===== config.mk =====
export PLATFORM = sky130hd
export DESIGN_NAME = serial_deser
export DESIGN_NICKNAME = d
export VERILOG_FILES = /design/src/rtl/serial_deser_pkg.sv /design/src/rtl/serial_deser.sv
export SDC_FILE = /design/constraint.sdc
export NUM_CORES = 1
export LEC_CHECK = 0
export ABC_AREA = 1
export CORE_MARGIN = 4
export CORE_UTILIZATION = 25
export CTS_BUF_LIST = sky130_fd_sc_hd__clkbuf_8
export CTS_CLUSTER_DIAMETER = 80
export DETAILED_ROUTE_END_ITERATION = 10
export SLEW_MARGIN = 0
export SYNTH_ARGS = -nofsm -noshare
export SYNTH_HDL_FRONTEND = slang
export SYNTH_SLANG_ARGS = --single-unit

===== constraint.sdc =====
create_clock -name clk_i -period 0.93 [get_ports clk_i]
set_input_delay 0.186 -clock clk_i [delete_from_list [all_inputs] [get_ports clk_i]]
set_output_delay 0.186 -clock clk_i [all_outputs]
set_load 0.05 [all_outputs]

===== src/rtl/serial_deser_pkg.sv =====
// rtl/serial_deser_pkg.sv - shared width defaults and helpers for the serial deserializer
package serial_deser_pkg;

    localparam int DESER_DATA_W_DEF = 4;

    typedef logic [DESER_DATA_W_DEF-1:0] deser_word_t;

    function automatic int cnt_w(input int w);
        return $clog2(w);
    endfunction

endpackage


===== src/rtl/serial_deser.sv =====
// rtl/serial_deser.sv - MSB-first serial-to-parallel word collector with one-cycle valid pulse
// Optional partial-word flush is enabled by defining SERIAL_DESER_FLUSH_EN.
module serial_deser
    import serial_deser_pkg::*;
#(
    parameter int DATA_W = DESER_DATA_W_DEF
) (
    input  logic              clk_i,
    input  logic              srst_n_i,
    input  logic              data_i,
    input  logic              data_val_i,
`ifdef SERIAL_DESER_FLUSH_EN
    input  logic              flush_i,
`endif
    output logic [DATA_W-1:0] deser_data_o,
    output logic              deser_data_val_o
);

    localparam int                 CNT_W    = cnt_w(DATA_W);
    localparam logic [CNT_W-1:0]   LAST_CNT = CNT_W'(DATA_W - 1);
    localparam logic [DATA_W-1:0]  MSB_MASK = {1'b1, {(DATA_W-1){1'b0}}};

    logic [CNT_W-1:0]  cnt_q,   cnt_d;
    logic [DATA_W-1:0] shift_q, shift_d;
    logic [DATA_W-1:0] data_q,  data_d;
    logic              val_q,   val_d;

    logic [DATA_W-1:0] bit_mask;
    logic [DATA_W-1:0] word;
    logic              complete;
    logic              flush_fire;
    logic              emit;

    always_comb begin
        bit_mask = MSB_MASK >> cnt_q;
        word     = shift_q;
        if (data_val_i) begin
            word = data_i ? (shift_q | bit_mask) : (shift_q & ~bit_mask);
        end
        complete = data_val_i && (cnt_q == LAST_CNT);
`ifdef SERIAL_DESER_FLUSH_EN
        flush_fire = flush_i && ((cnt_q != '0) || data_val_i);
`else
        flush_fire = 1'b0;
`endif
        emit = complete || flush_fire;

        cnt_d   = cnt_q;
        shift_d = shift_q;
        data_d  = data_q;
        val_d   = 1'b0;
        if (emit) begin
            // Clearing the shift register here keeps unreceived LSBs zero on a flush.
            cnt_d   = '0;
            shift_d = '0;
            data_d  = word;
            val_d   = 1'b1;
        end else if (data_val_i) begin
            cnt_d   = cnt_q + CNT_W'(1);
            shift_d = word;
        end
    end

    always_ff @(posedge clk_i) begin
        if (!srst_n_i) begin
            cnt_q   <= '0;
            shift_q <= '0;
            data_q  <= '0;
            val_q   <= 1'b0;
        end else begin
            cnt_q   <= cnt_d;
            shift_q <= shift_d;
            data_q  <= data_d;
            val_q   <= val_d;
        end
    end

    assign deser_data_o     = data_q;
    assign deser_data_val_o = val_q;

endmodule


# ---- Word-level counts from Yosys, hierarchy flattened
# Cells that the tools add are included.
dict set report word_totals {
  out_inout_bits 5
  reg_bits 11
  input_bits 4
  wordCells 16
}
dict set report op_classes {
  shift 1
  n_reduce_logical 2
  n_mux 3
  bitwise_logic 4
  addsub 1
  eq_ne 1
}
# operator n
set op_table {}
lappend op_table {{2-to-1 mux 4 bit} 2}
lappend op_table {{bitwise AND 4 bit} 1}
lappend op_table {{NOT 4 bit} 1}
lappend op_table {{bitwise OR 4 bit} 1}
lappend op_table {{right shift 4 x 2 -> 4 bit, first input constant} 1}
lappend op_table {{adder 2 x 1 -> 2 bit, second input constant} 1}
lappend op_table {{== test 2 bit, second input constant} 1}
lappend op_table {{OR reduction 2 bit} 1}
lappend op_table {{logical AND 1 bit} 1}
lappend op_table {{2-to-1 mux 1 bit} 1}
lappend op_table {{NOT 1 bit} 1}

# ---- Longest topological paths before layout
dict set report logic_depth {
  ltp_word 5
  mapped_depth 6
  mapped_depth_nobuf 6
}

# ---- Worst setup path before layout
# Ideal clock, no wire load.
dict set report synth_timing {
  path_type {flip-flop to flip-flop}
  from {register cnt_q[0]}
  to {register data_q[1] (netlist: deser_data_o[1])}
  synth_period_minus_slack_ns 1.016
  t_arrival_ns 0.903
  required_ns 0.817
  n_path_buf 0
  setup_time_ns 0.113
  path_stages_with_launch 7
  path_slack_ns -0.086
  path_cell_list {dfxtp_1 ha_1 nand2_8 nand2_4 inv_2 nand2_1 nand2_1}
}
dict set report synth_between {
  elab_chain_cells 5
  elab_cells_between_ends 8
  cone_classes {1 x eq/ne; 1 x shift; 2 x mux; 3 x bitwise; 1 x reduce/logical}
}
# item line_no
set synth_lines {}
lappend synth_lines {{start: declaration} serial_deser.sv:23} ;# logic [CNT_W-1:0] cnt_q, cnt_d;
lappend synth_lines {{start signal: assignment} serial_deser.sv:71} ;# cnt_q <= cnt_d;
lappend synth_lines {{right shift 4 x 2 -> 4 bit} serial_deser.sv:35} ;# bit_mask = MSB_MASK >> cnt_q;
lappend synth_lines {{NOT 4 bit} serial_deser.sv:38} ;# word = data_i ? (shift_q | bit_mask) : (shift_q & ~bit_mask);
lappend synth_lines {{bitwise AND 4 bit} serial_deser.sv:38}
lappend synth_lines {{2-to-1 mux 4 bit} serial_deser.sv:38}
lappend synth_lines {{2-to-1 mux 4 bit} serial_deser.sv:37} ;# if (data_val_i) begin
lappend synth_lines {{end signal: assignment} serial_deser.sv:73} ;# data_q <= data_d;
lappend synth_lines {{end: declaration} serial_deser.sv:25} ;# logic [DATA_W-1:0] data_q, data_d;
# Parallel ways exist; a longest one is shown, timed or not.
# A chain may end at the register's enable or synchronous reset.

# ---- Worst setup path after layout
# Ends and elaborated chain as after synthesis.

==> metrics.md <==
| Metric | Value |
|---|---|
| Flop-to-flop setup slack | `-40 ps` |
| Fmax | `between 1000 and 1500 MHz` |
| Switch share | `between 20% and 30%` |
| Final wirelength | `~1000 um` |
| Worst slew pin tran | `roughly 240 ps` |
| Die X | `roughly 52 um` |
| Root buf cell | `clkbuf_8` |
| Worst Skew | `roughly 0.7 ps` |
| First-pass GRT wire length | `1.64 mm` |
| P_int | `a little under 0.9 mW` |
| Worst vdd ir | `approximately 0.45 mV` |
| Detail Placement HPWL | `around 660 um` |
| Clk pwr share | `around 47%` |
| Hold buffer count at cts | `0` |
| Port Buffers | `8` |
| # rows | `15` |
| Vias per Instance | `~4.1` |
| Clock Path Buffers | `2` |
| R2r worst-path depth | `6` |
| Slew headroom | `between 80% and 90%` |
| Crit path kind | `register to register` |
| Max-slew violations | `0` |
| Synth top area cells | `dfxtp_1, nand2_1, ha_1` |
| Failing checks | `setup timing` |
| Largest net degree at the start of global routing | `10` |
| Comb power frac | `around 14%` |
| CP cell instances | `inv_4 -> ha_2 -> nand2_1 -> nand2_1 -> nand3_1 -> nand2_1` |
| I/O pin cnt | `9` |
| Cell variety after synth | `12` |
| Final hold viol count | `0` |
| Post-synth top area cell | `dfxtp_1` |
| DRC | `0` |
| Cell count after synthesis | `60` |
| Global route overflow | `0` |
| Status | `finished with violations` |
| Total die area | `about 2700 um^2` |
| Initial antenna violation count | `0` |
| Hold depth | `3` |
| Diodes inserted | `0` |
| Crit path required time | `around 1100 ps` |
| Detail Route Antenna Nets | `0` |
| Net load switching power | `about 0.29 mW` |
| Post-synthesis sequential area ratio | `41.7%` |
| Pwr dens | `roughly 1500 nW/um^2` |
| 1st-pass router iterations | `3` |
| R2R Path Start | `cnt_q[0]` |
| Syn avg cell area | `between 8 and 9 um^2` |
| Most frequent CP cell | `nand2_1` |
| Leak pwr | `between 0.3 and 0.4 nW` |
| Tot Pwr | `1.17 mW` |
| Final worst path period need | `a little under 1000 ps` |
| Vias | `between 400 and 500` |
| Finish-stage setup viols | `7` |
| Final WS setup | `-40.5 ps` |
| Post-synth top area share | `between 40% and 50%` |
| Avg WL per Cell | `10.1 um` |
| Total of max-cap violations | `0` |
| Area growth syn-to-layout | `66.7%` |
| Core area | `roughly 1800 um^2` |
| H-tree depth | `1` |
| Yosys warnings | `0` |
| Worst r2r dst | `deser_data_o[1]` |
| Num CTS Buffers | `3` |
| Initial DRC Count | `6` |
| Maximum fanout along the worst path | `4` |
| Crit path arrival time | `around 1100 ps` |
| Mapped cell area | `around 480 um^2` |
| Die H | `a little over 50 um` |
| Layout cells sized above 1 | `approximately half` |
| Slowest cell on the critical path | `dfxtp_4` |
| Syn Nets | `68` |
| Hold endpoint | `cnt_q[1]` |
| Sum Neg Setup Slack | `-162 ps` |
| Worst skew pair latency | `roughly 240 ps` |
| CTS tree | `built` |
| Vias in the first global route | `roughly 410` |
| GPL Wtd Cong | `around 0.72` |
| Sink Count | `10` |
| Final net count | `approximately 80` |
| Fin crit share | `104%` |
| Critical Path Sink Type | `register` |
| Tightest Hold Check Type | `primary input to register` |
| Initial core utilization | `between 20 and 30%` |
| Hold Startpoint | `srst_n_i` |
| Clk slew on worst S/H paths | `~50 ps` |
| Setup repair bufs after CTS | `0` |
| Peak per-stage delay on the critical path | `just under 400 ps` |
| Crit start category | `register` |
| Gr usage total | `a little under 9%` |
| Seq pwr share | `39.3%` |
| RSZ-0062 raised after global routing | `yes` |
| Yosys reg bits | `10` |
## per-layer routing
metal	vias up	GRT usage, %	share of wire (%)
met2	10	14.0	50
li1	207	-	-
met3	5	2.58	3.9
met4	0	10.5	6.3
met5	-	0	0
met1	184	8.57	39
## sequential cells by signal, summed over array words and instances, names as in the netlist
name / count
cnt_q: 2
deser_data_o: 4
deser_data_val_o: 1
shift_q: 3
## how the worst max path moves through the flow
stage | endpoint | depth (start not counted) | slack [ps] | from
final | deser_data_o[1] | 6 | -40 | cnt_q[0]
after detailed placement | deser_data_o[3] | 7 | -300 | data_val_i
after global routing | deser_data_o[3] | 6 | -90 | cnt_q[0]
after CTS | deser_data_o[2] | 6 | -40 | cnt_q[1]
after global placement | deser_data_o[1] | 7 | -290 | data_val_i
after floorplan | deser_data_o[1] | 6 | 1 | cnt_q[0]
## through the flow
step / setup slack (ps) / utilization, % / cell area, um^2 / hold WS, ps / std cells
detailed placement: -302 / 37.1 / 661 / 476 / 94
global route: -87.5 / 44.9 / 801 / 469 / 98
CTS: -36.0 / 42.9 / 764 / 450 / 98
finish: -40.5 / 44.9 / 801 / 458 / 98
global placement: -287 / 37.1 / 661 / 472 / 94
floorplan: 1.32 / - / 495 / 296 / 60
## final cells by class
cell class / instances / area, um^2
clock buffer: 4 / 55.1
sequential: 10 / 213
fill: 173 / 982
multi-input combinational: 40 / 312
inverter: 9 / 43.8
tap: 25 / 31.3
timing repair buffer: 10 / 146
## layout by cell type, fill, tap and decap left out, drive strengths merged
cell type	instances
a21oi	2
buf	7
clkbuf	4
clkdlybuf4s50	1
dfxtp	10
dlygate4sd2	2
ha	4
inv	9
nand2	24
nand3	6
nor2	4
## synthesized netlist by cell type, drive strengths merged
master,number
a21oi,2
buf,1
dfxtp,10
ha,4
inv,9
nand2,24
nand3,6
nor2,4
## power groups by stage
stage	combinational [mW]	clock (mW)	sequential [mW]
after floorplan	0.0787	0	0.469
after global routing	0.178	0.589	0.462
after global placement	0.115	0	0.467
after CTS	0.139	0.569	0.458
final	0.159	0.552	0.461
after detailed placement	0.117	0	0.468
## logic make-up (layout without fill, tap and decap cells)
| kind of cell | count (synthesis) | after routing | share of synthesized area (%) |
|---|---|---|---|
| buffers and inverters | 10 | 23 | 9.38 |
| adders and majority gates | 4 | 4 | 10.4 |
| AOI/OAI and AO/OA | 2 | 2 | 2.08 |
| and+or+nand+nor | 34 | 34 | 36.5 |
| DFF | 10 | 10 | 41.7 |
## what timing repair did
item                                    in CTS  in global routing
cloned                                       0                  0
endpoints found under the setup margin      14                 12
resized for setup                           18                 11
pin swaps                                    2                  3
## critical path: cells and delay by family (launching register included)
family                   cells  cell delay (ps)
flip-flops                   1              390
buffers and inverters        1               50
adder cells (fa/ha/maj)      1              180
AND/OR/NAND/NOR              4              250
Power figures use the tool's default switching activity.
==> RTL change (same settings) <==
Make the reset (`srst_n_i`) asynchronous in one clocked block.
--- a/src/rtl/serial_deser.sv
+++ b/src/rtl/serial_deser.sv
@@ -62,5 +62,5 @@
     end
 
-    always_ff @(posedge clk_i) begin
+    always_ff @(posedge clk_i or negedge srst_n_i) begin
         if (!srst_n_i) begin
             cnt_q   <= '0;
Formal check against the unedited RTL: differs if srst_n_i is asserted again (counterexample within 10 cycles, from zero or initial values and one cycle with srst_n_i low); with srst_n_i held inactive, the same outputs for 10 cycles.
==> RTL change against the original RTL <==
  * The run still ends with setup timing left
  * Die area increased by 0.66%
  * Maximum frequency shrank 9.1%
  * Area after synthesis up 0.78%
  * Routed wire length down 1.3%
  * First-iteration DRC count decreased by 100%
  * Cell area up 0.78%
  * Setup slack got worse by 97 ps
  * Hold slack lost 220 ps
  * Sequential cell count is the same
Power is not compared: it rests on default switching activity, and its combinational part moved more than twofold at a synthesized area within 25%.
==> RTL change: results (changes against the original RTL) <==
status: "complete, but fails checks"  # unchanged
violations: "setup timing"  # unchanged
finalWirelength_um: 980  # was 993 um
wl_met2_um: 482  # was 501 um
grtUsageTotal_pct: 8.28  # was 8.92%
finalPower_uw: 2670
setup_viol: 15  # was 7
drive_gt1_share_pct: 48.6  # was 50.7%
post-place-ws_ps: -301  # was -302 ps
synth_commonest_cells: "nand2_1, dfrtp_1, nand2_2, nand3_1, inv_1"  # was nand2_1, dfxtp_1, inv_1
wl_met1_um: 412  # was 388 um
fin_tns_setup_ps: -1170  # was -162 ps
worstMarginPinSlew_ps: 179  # was 239 ps
skew_ps: 1.81  # was 0.702 ps
cts_resized: 3  # was 18
yosysSeqAreaShare_pct: 51.7  # was 41.7%
fillers: 184  # was 173
dp_hpwl_um: 743  # was 661 um
r2r.worst_path.cells: 5  # was 6
use_met2_pct: 12.6  # was 14.0%
dr.pass1.iters: 1  # was 3
place_area_sq_um: 692  # was 661 sq um
syn_inst: 53  # was 60
ff_latch_area_sq_um: 251  # was 213 sq um
post_drt_via_cell_ratio: 4.06  # was 4.14
hp-class: "in2async"  # was in2reg
path_max_fanout: 3  # was 4
synthAdderAreaFrac_pct: 10.3  # was 10.4%
layout_setup_ws_ps: -138  # was -40.5 ps
syn_nets: 61  # was 68
netlist_top_cells_area: "dfrtp_1, ha_1, nand2_2"  # was dfxtp_1, nand2_1, ha_1
hold_slack_ps: 241  # was 458 ps
yosys.cell_types.count: 10  # was 12
[RTL change: changes by cell type after synthesis, moves of 2 or more]
cell	unedited run	this run
nand2_1	22	11
dfrtp_1	0	10
dfxtp_1	10	0
nand2_2	0	7
o21ai_0	0	3
a21oi_1	2	0
[RTL change: cell type report]
type                       count  share of cell area [%]
clock buffer                   3                    5.12
inverter                       7                    3.88
multi-input combinational     35                    31.5
sequential                    10                    31.2
tap                           25                    3.88
timing repair buffer          17                    24.5
[RTL change: critical path, cell delays in order, from the launching register on]
cell and delay, ps:
dfrtp_1 430, inv_2 130, ha_4 150, nand3_1 110, nand3_1 90, nand2_1 50
[RTL change: kinds of logic (layout without fill, tap and decap cells)]
kind of cell	count (synthesis)	after routing
AND/OR/NAND/NOR	28	28
buffers and inverters	8	27
AO/OA/AOI/OAI	3	3
flip-flops	10	10
adder cells (fa/ha/maj)	4	4
